`src/rtl/vex_ibus_responder.sv`:
```
// iBus responder: in-order pending FIFO, answers no earlier than 1 cycle after accept.
// Backpressure: cmd_ready drops when full or randomly stalled; FAIR caps both stalls at MAX_STALL.
module vex_ibus_responder #(
  parameter int DEPTH     = 4,
  parameter int MAX_STALL = 3,
  parameter int FAIR      = 1
) (
  input  logic                       clock,
  input  logic                       resetn,
  input  logic                       cmd_valid,
  input  logic [31:0]                cmd_pc,
  output logic                       cmd_ready,
  output logic                       rsp_valid,
  output logic [31:0]                rsp_inst,
  output logic [31:0]                rsp_pc,
  input  logic                       rand_cmd_ready,
  input  logic                       rand_rsp_valid,
  input  logic [31:0]                rand_inst,
  output logic [$clog2(DEPTH+1)-1:0] pending,
  output logic                       protocol_err
);

  localparam int PW = $clog2(DEPTH);
  localparam int CW = $clog2(DEPTH + 1);
  localparam int SW = $clog2(MAX_STALL + 1);

  logic [31:0]   fifoMem [DEPTH];
  logic [PW-1:0] wrPtr;
  logic [PW-1:0] rdPtr;
  logic [SW-1:0] cmdStall;
  logic [SW-1:0] rspStall;
  logic          stalledQ;
  logic [31:0]   pcQ;

  logic full;
  logic empty;
  logic cmdForce;
  logic rspForce;
  logic push;
  logic pop;

  assign full     = (pending == CW'(DEPTH));
  assign empty    = (pending == '0);
  assign cmdForce = (FAIR != 0) && (cmdStall == SW'(MAX_STALL));
  assign rspForce = (FAIR != 0) && (rspStall == SW'(MAX_STALL));

  assign cmd_ready = !full && (rand_cmd_ready || cmdForce);
  assign rsp_valid = !empty && (rand_rsp_valid || rspForce);
  assign rsp_inst  = rand_inst;
  assign rsp_pc    = fifoMem[rdPtr];

  assign push = cmd_valid && cmd_ready;
  assign pop  = rsp_valid;

  // Storage carries no reset; only entries below pending are ever observed.
  always_ff @(posedge clock) begin
    if (push) begin
      fifoMem[wrPtr] <= cmd_pc;
    end
  end

  always_ff @(posedge clock or negedge resetn) begin
    if (!resetn) begin
      wrPtr        <= '0;
      rdPtr        <= '0;
      pending      <= '0;
      cmdStall     <= '0;
      rspStall     <= '0;
      stalledQ     <= 1'b0;
      pcQ          <= '0;
      protocol_err <= 1'b0;
    end else begin
      if (push) begin
        wrPtr <= wrPtr + PW'(1);
      end
      if (pop) begin
        rdPtr <= rdPtr + PW'(1);
      end

      case ({push, pop})
        2'b10:   pending <= pending + CW'(1);
        2'b01:   pending <= pending - CW'(1);
        default: pending <= pending;
      endcase

      if (cmd_valid && !cmd_ready) begin
        if (cmdStall != SW'(MAX_STALL)) begin
          cmdStall <= cmdStall + SW'(1);
        end
      end else begin
        cmdStall <= '0;
      end

      if (!empty && !rsp_valid) begin
        if (rspStall != SW'(MAX_STALL)) begin
          rspStall <= rspStall + SW'(1);
        end
      end else begin
        rspStall <= '0;
      end

      // A stalled command must stay valid with the same pc until accepted.
      stalledQ <= cmd_valid && !cmd_ready;
      pcQ      <= cmd_pc;
      if (stalledQ && (!cmd_valid || (cmd_pc != pcQ))) begin
        protocol_err <= 1'b1;
      end
    end
  end

endmodule

```
`config.mk`:
```
export PLATFORM = sky130hd
export DESIGN_NAME = vex_ibus_responder
export DESIGN_NICKNAME = d
export VERILOG_FILES = /design/src/rtl/vex_ibus_responder.sv
export SDC_FILE = /design/constraint.sdc
export NUM_CORES = 1
export LEC_CHECK = 0
export CORE_UTILIZATION = 50
export CTS_CLUSTER_DIAMETER = 40
export DETAILED_ROUTE_END_ITERATION = 12
export PLACE_DENSITY = 0.83
export SLEW_MARGIN = 20
export SYNTH_ARGS = -nofsm -noshare
export SYNTH_HDL_FRONTEND = slang
export SYNTH_SLANG_ARGS = --single-unit
```
`constraint.sdc`:
```
create_clock -name clock -period 6.67 [get_ports clock]
set_input_delay 0.667 -clock clock [delete_from_list [all_inputs] [get_ports clock]]
set_output_delay 0.667 -clock clock [all_outputs]
set_load 0.01 [all_outputs]
```
# Word-level counts from Yosys, hierarchy flattened
# Memories as Yosys holds them, arrays and structs flattened.
# Cells that the tools add are included.
[word_totals]
elab_cells = 48
mem_bits_ro = 0
latch_bits = 0
ram_bits = 128
output_inout_bits = 70
memories = 1
regBits = 45
input_bits = 69
[mem_list]
columns = ["name", "depth", "word_bits", "rd", "rd_clocked_by_memory_dff", "write_ports", "line", "text"]
rows = [
  ["fifoMem", 4, 32, 1, 0, 1, "27", "logic [31:0] fifoMem [DEPTH];"],
]
[classes]
multipliers = 0
eq_ne = 10
n_addsub = 6
muxes = 7
n_lt_le_gt_ge = 0
bitwise_logic = 0
div_mod_pow = 0
reduce_logical = 16
n_shift = 0
[op_table]
columns = ["cell", "n"]
rows = [
  ["$ne A32 B32 Y1", 1],
  ["$add A2 B1 Y2 const B", 4],
  ["$mux W2", 4],
  ["$eq A2 B2 Y1 const B", 3],
  ["$logic_and A1 B1 Y1", 6],
  ["$pmux W3 S2", 1],
  ["$logic_not A1 Y1", 5],
  ["$ne A2 B1 Y1 const B", 2],
  ["$ne A2 B2 Y1 const B", 2],
  ["$add A3 B1 Y3 const B", 1],
  ["$eq A3 B3 Y1 const B", 1],
  ["$logic_not A3 Y1", 1],
  ["$logic_or A1 B1 Y1", 3],
  ["$sub A3 B1 Y3 const B", 1],
  ["$eq A2 B1 Y1 const B", 1],
  ["$mux W1", 2],
  ["$reduce_bool A2 Y1", 1],
]

# Depth between registers and ports, before layout
[depth]
ltp_word = 6
mapped_depth = 11
depth_no_buf = 11

# Worst setup path after synthesis
# OpenSTA, ideal clock, no wires.
[synth_path]
kind = "in2reg"
startpoint = "in rand_cmd_ready"
endpoint = "mem fifoMem[0][0] (enable)"
required_ns = 6.278
arrival_time_ns = 1.814
cell_stages = 3
setup_slack_ns = 4.464
path_cell_list = "nor2_1 a31oi_4 and3_1"
[synth_via]
elab_chain_cells = 5
[synth_lines]
columns = ["item", "line", "text"]
rows = [
  ["start: declaration", "16", "input logic rand_cmd_ready,"],
  ["$logic_or A1 B1 Y1", "47", "assign cmd_ready = !full && (rand_cmd_ready || cmdForce);"],
  ["$logic_and A1 B1 Y1", "47", ""],
  ["named net cmd_ready", "12", "output logic cmd_ready,"],
  ["$logic_and A1 B1 Y1", "52", "assign push = cmd_valid && cmd_ready;"],
  ["$mux W1", "57", "if (push) begin"],
  ["$mux W1 (implied by the code)", "58", "fifoMem[wrPtr] <= cmd_pc;"],
  ["end: declaration", "27", ""],
]
# The timed path passes the listed nets, and every way through them passes these cells.

# Worst setup path after layout
[layout_path]
startpoint = "reg rdPtr[0]"
endpoint = "out rsp_pc[0]"
[layout_via]
elab_chain_cells = 1
[layout_lines]
columns = ["item", "line", "text"]
rows = [
  ["start: declaration", "29", "logic [PW-1:0] rdPtr;"],
  ["start signal: assignment", "77", "rdPtr <= rdPtr + PW'(1);"],
  ["$mem_v2 Z4 W32", "-", ""],
  ["end: declaration", "15", "output logic [31:0] rsp_pc,"],
]
# No other way between the ends.

==> impl_results.rst <==
.. list-table::
   :header-rows: 1

   * - Metric
     - Value
   * - Clock insertion delay at the later pin of the skew report
     - 420 ps
   * - Post-detailed-route wirelength per cell
     - 19.30 µm
   * - Number of buffers added to fix hold violations after cts
     - 0
   * - Worst min path class
     - in2async
   * - Root buffer selected by CTS
     - clkbuf_16
   * - Via Count
     - 3016
   * - Synth top area share
     - 57.09%
   * - Highest achievable clock rate
     - 299.9 MHz
   * - Share of synthesized registers carrying an async set or reset
     - 26.01%
   * - Overall track demand over capacity in global routing
     - 17.64%
   * - Layout overhead on the synthesized area
     - 19.18%
   * - Largest net degree at the start of global routing
     - 46
   * - Drt first pass iters
     - 6
   * - Cell total after placement
     - 547
   * - Dominant cell type by area after synthesis
     - edfxtp_1
   * - Flop and latch count out of synthesis
     - 173
   * - Final Hold Violating Endpoints
     - 0
   * - Die Width
     - 118.0 µm
   * - Total clock buffers created by CTS
     - 17
   * - Buffer levels on the longest clock path
     - 2
   * - Clock input transition at the sequential cells of the worst setup and hold paths
     - 60 ps
   * - Antenna Diode Count
     - 0
   * - Number of non-filler instances in the completed layout
     - 579
   * - Count of boundary I/O pins
     - 139
   * - Mean cell area of the mapped netlist
     - 20.28 µm²
   * - Mapped Cells
     - 332
   * - Count of standard-cell rows
     - 42
   * - Yosys warning count
     - 0
   * - Aggregate routed wire length
     - 11.18 mm
   * - Number of setup violations in the final report
     - 0
   * - Total half-perimeter wirelength after legalization and detailed placement
     - 6.782 mm
   * - Initial DRC Count
     - 201
   * - Total negative slack for setup checks
     - 0 ps
   * - Max cap viols
     - 0
   * - Number of distinct standard cells referenced by the synthesized netlist
     - 28
   * - Fraction of the cycle the final worst path needs
     - 49.98%
   * - Vertical die dimension
     - 118.0 µm
   * - Areal power density over the cells
     - 400.9 nW/µm²
   * - Actual transition at the worst max-transition pin
     - 881.3 ps
   * - Final routed DRC violation total
     - 0
   * - Maximum resistive drop on vdd
     - 0.1998 mV
   * - Die area
     - 13930 µm²
   * - Antenna violations before repair
     - 0
   * - Wire length of the first global-routing pass
     - 17.81 mm
   * - Dominant register cell in the synthesized netlist
     - edfxtp_1
   * - Critical path fanouts, max
     - 18
   * - Sink Count
     - 173
   * - Count of antenna-violating nets left after detailed routing
     - 0
   * - Startpoint type of the worst setup path
     - flop
   * - Pins over their slew limit
     - 0
   * - Number of global-route vias before repair
     - 3264
   * - Unrepaired setup endpoints after global routing
     - false
   * - Final worst setup slack
     - 3336 ps
   * - Biggest area contributors in the synthesized netlist
     - edfxtp_1, dfrtp_1, mux4_2, xnor2_1, buf_4
   * - Post-CTS setup-driven buffer insertion count
     - 0
   * - Final net count
     - 467
   * - Quantity of I/O buffers inserted on ports
     - 74
   * - Tightest slew margin relative to the limit
     - 41.25%
   * - Endpoint required time on the critical path
     - 6000 ps
   * - Tot Pwr
     - 3.217 mW
   * - Crit. End Element
     - output pin
   * - Final worst path period need
     - 3334 ps
   * - Sum of overflow across all layers after global routing
     - 0
   * - Mapped Area
     - 6733 µm²
   * - Run status
     - completed
   * - Post-detailed-route via-to-cell ratio
     - 5.209
   * - Kind of critical path
     - reg2out
   * - Placeable core region
     - 13190 µm²
   * - TritonCTS clock tree
     - yes
   * - Arrival time at the worst endpoint
     - 2670 ps
   * - Post-CTS resize count
     - 0
   * - Max Clock Skew
     - 8.095 ps
   * - Final GP Congestion
     - 0.7118
   * - Layout cells sized above 1
     - 16.87%
   * - Setup slack at placement
     - 3713 ps
   * - Net count after synthesis
     - 409
   * - Fraction of the yosys area taken by sequential cells
     - 73.82%
   * - Leakage power summed over all cells
     - 2.812 nW
   * - Number of enable flip-flop cells after synthesis
     - 128
   * - H-tree levels
     - 4
   * - Fin Hold WS
     - 254.7 ps
   * - Initial standard-cell utilization of the core
     - 51.04%
synth_stat cells (all sizes together) (3+ instances only):
cell type,instances
mux4,32
ha,7
xor2,7
xnor2,32
inv,7
edfxtp,128
nand4,7
dfrtp,45
nor2,7
buf,39
and3,4
nor4,3
where the power goes:
part / internal (mW) / switching (mW)
Combinational: 0.485 / 0.343
Clock: 0.614 / 0.386
Sequential: 1.29 / 0.0957
logic make-up (layout without fill, tap and decap cells):
family / count (synthesis) / in the layout / share of synthesized area (%)
flops: 173 / 173 / 73.82
buf+inv: 47 / 118 / 5.296
xor+xnor: 39 / 39 / 5.073
mux: 35 / 35 / 11.45
simple gates: 28 / 28 / 2.360
fa+ha+maj: 8 / 8 / 1.598
compound gates: 2 / 2 / 0.4089
area by class of cell:
type                    count  area [µm²]
well taps                 176       220.2
clock buffers              26       553.0
clock inverters             6       70.07
flip-flops and latches    173        4971
inverters                   7       26.28
repair buffers             79       775.7
multi-input cells         112        1408
fillers                   924        5166
through the flow:
step	utilization [%]	area, µm²
finish	60.83	8024
global route	60.83	8024
CTS	60.81	8021
detailed placement	56.09	7398
global placement	56.09	7398
floorplan	-	6733
registers in the layout (all words and copies together), names as in the netlist:
signal	flops
pcQ	32
pending	3
rdPtr	2
wrPtr	2
stalledQ	1
cmdStall	2
protocol_err	1
fifoMem	128
rspStall	2
final timing paths:
kind	start	endpoint	slack (ps)	depth (start not counted)
worst max-delay path	rdPtr[0]	rsp_pc[0]	3340	3
worst min-delay path	resetn	pcQ[26]	250	1
worst max register to register	cmdStall[0]	pending[2]	4340	11
worst min register to register	rspStall[0]	rspStall[0]	440	1
max in group asynchronous	resetn	rdPtr[0]	5990	1
min in group clock	rspStall[0]	rspStall[0]	440	1
layer usage:
layer / routed length (µm) / up-vias / GRT usage, %
met5: 0 / - / 0
met4: 108 / 0 / 4.808
met3: 731 / 10 / 7.219
met2: 5651 / 105 / 28.57
met1: 4685 / 1545 / 21.99
li1: - / 1356 / -
layout by cell type (no fill, tap or decap), drive strengths merged, types with 8 or more instances in the layout:
cell type / count
mux4: 32
xnor2: 32
clkdlybuf4s50: 73
edfxtp: 128
clkbuf: 26
inv: 8
dfrtp: 45
worst max-delay path, stage by stage (launching register included):
cell	delay, ps
dfrtp_2	730
buf_4	430
mux4_1	590
clkdlybuf4s50_1	490
Note: power is estimated with default switching activity, not from simulation.
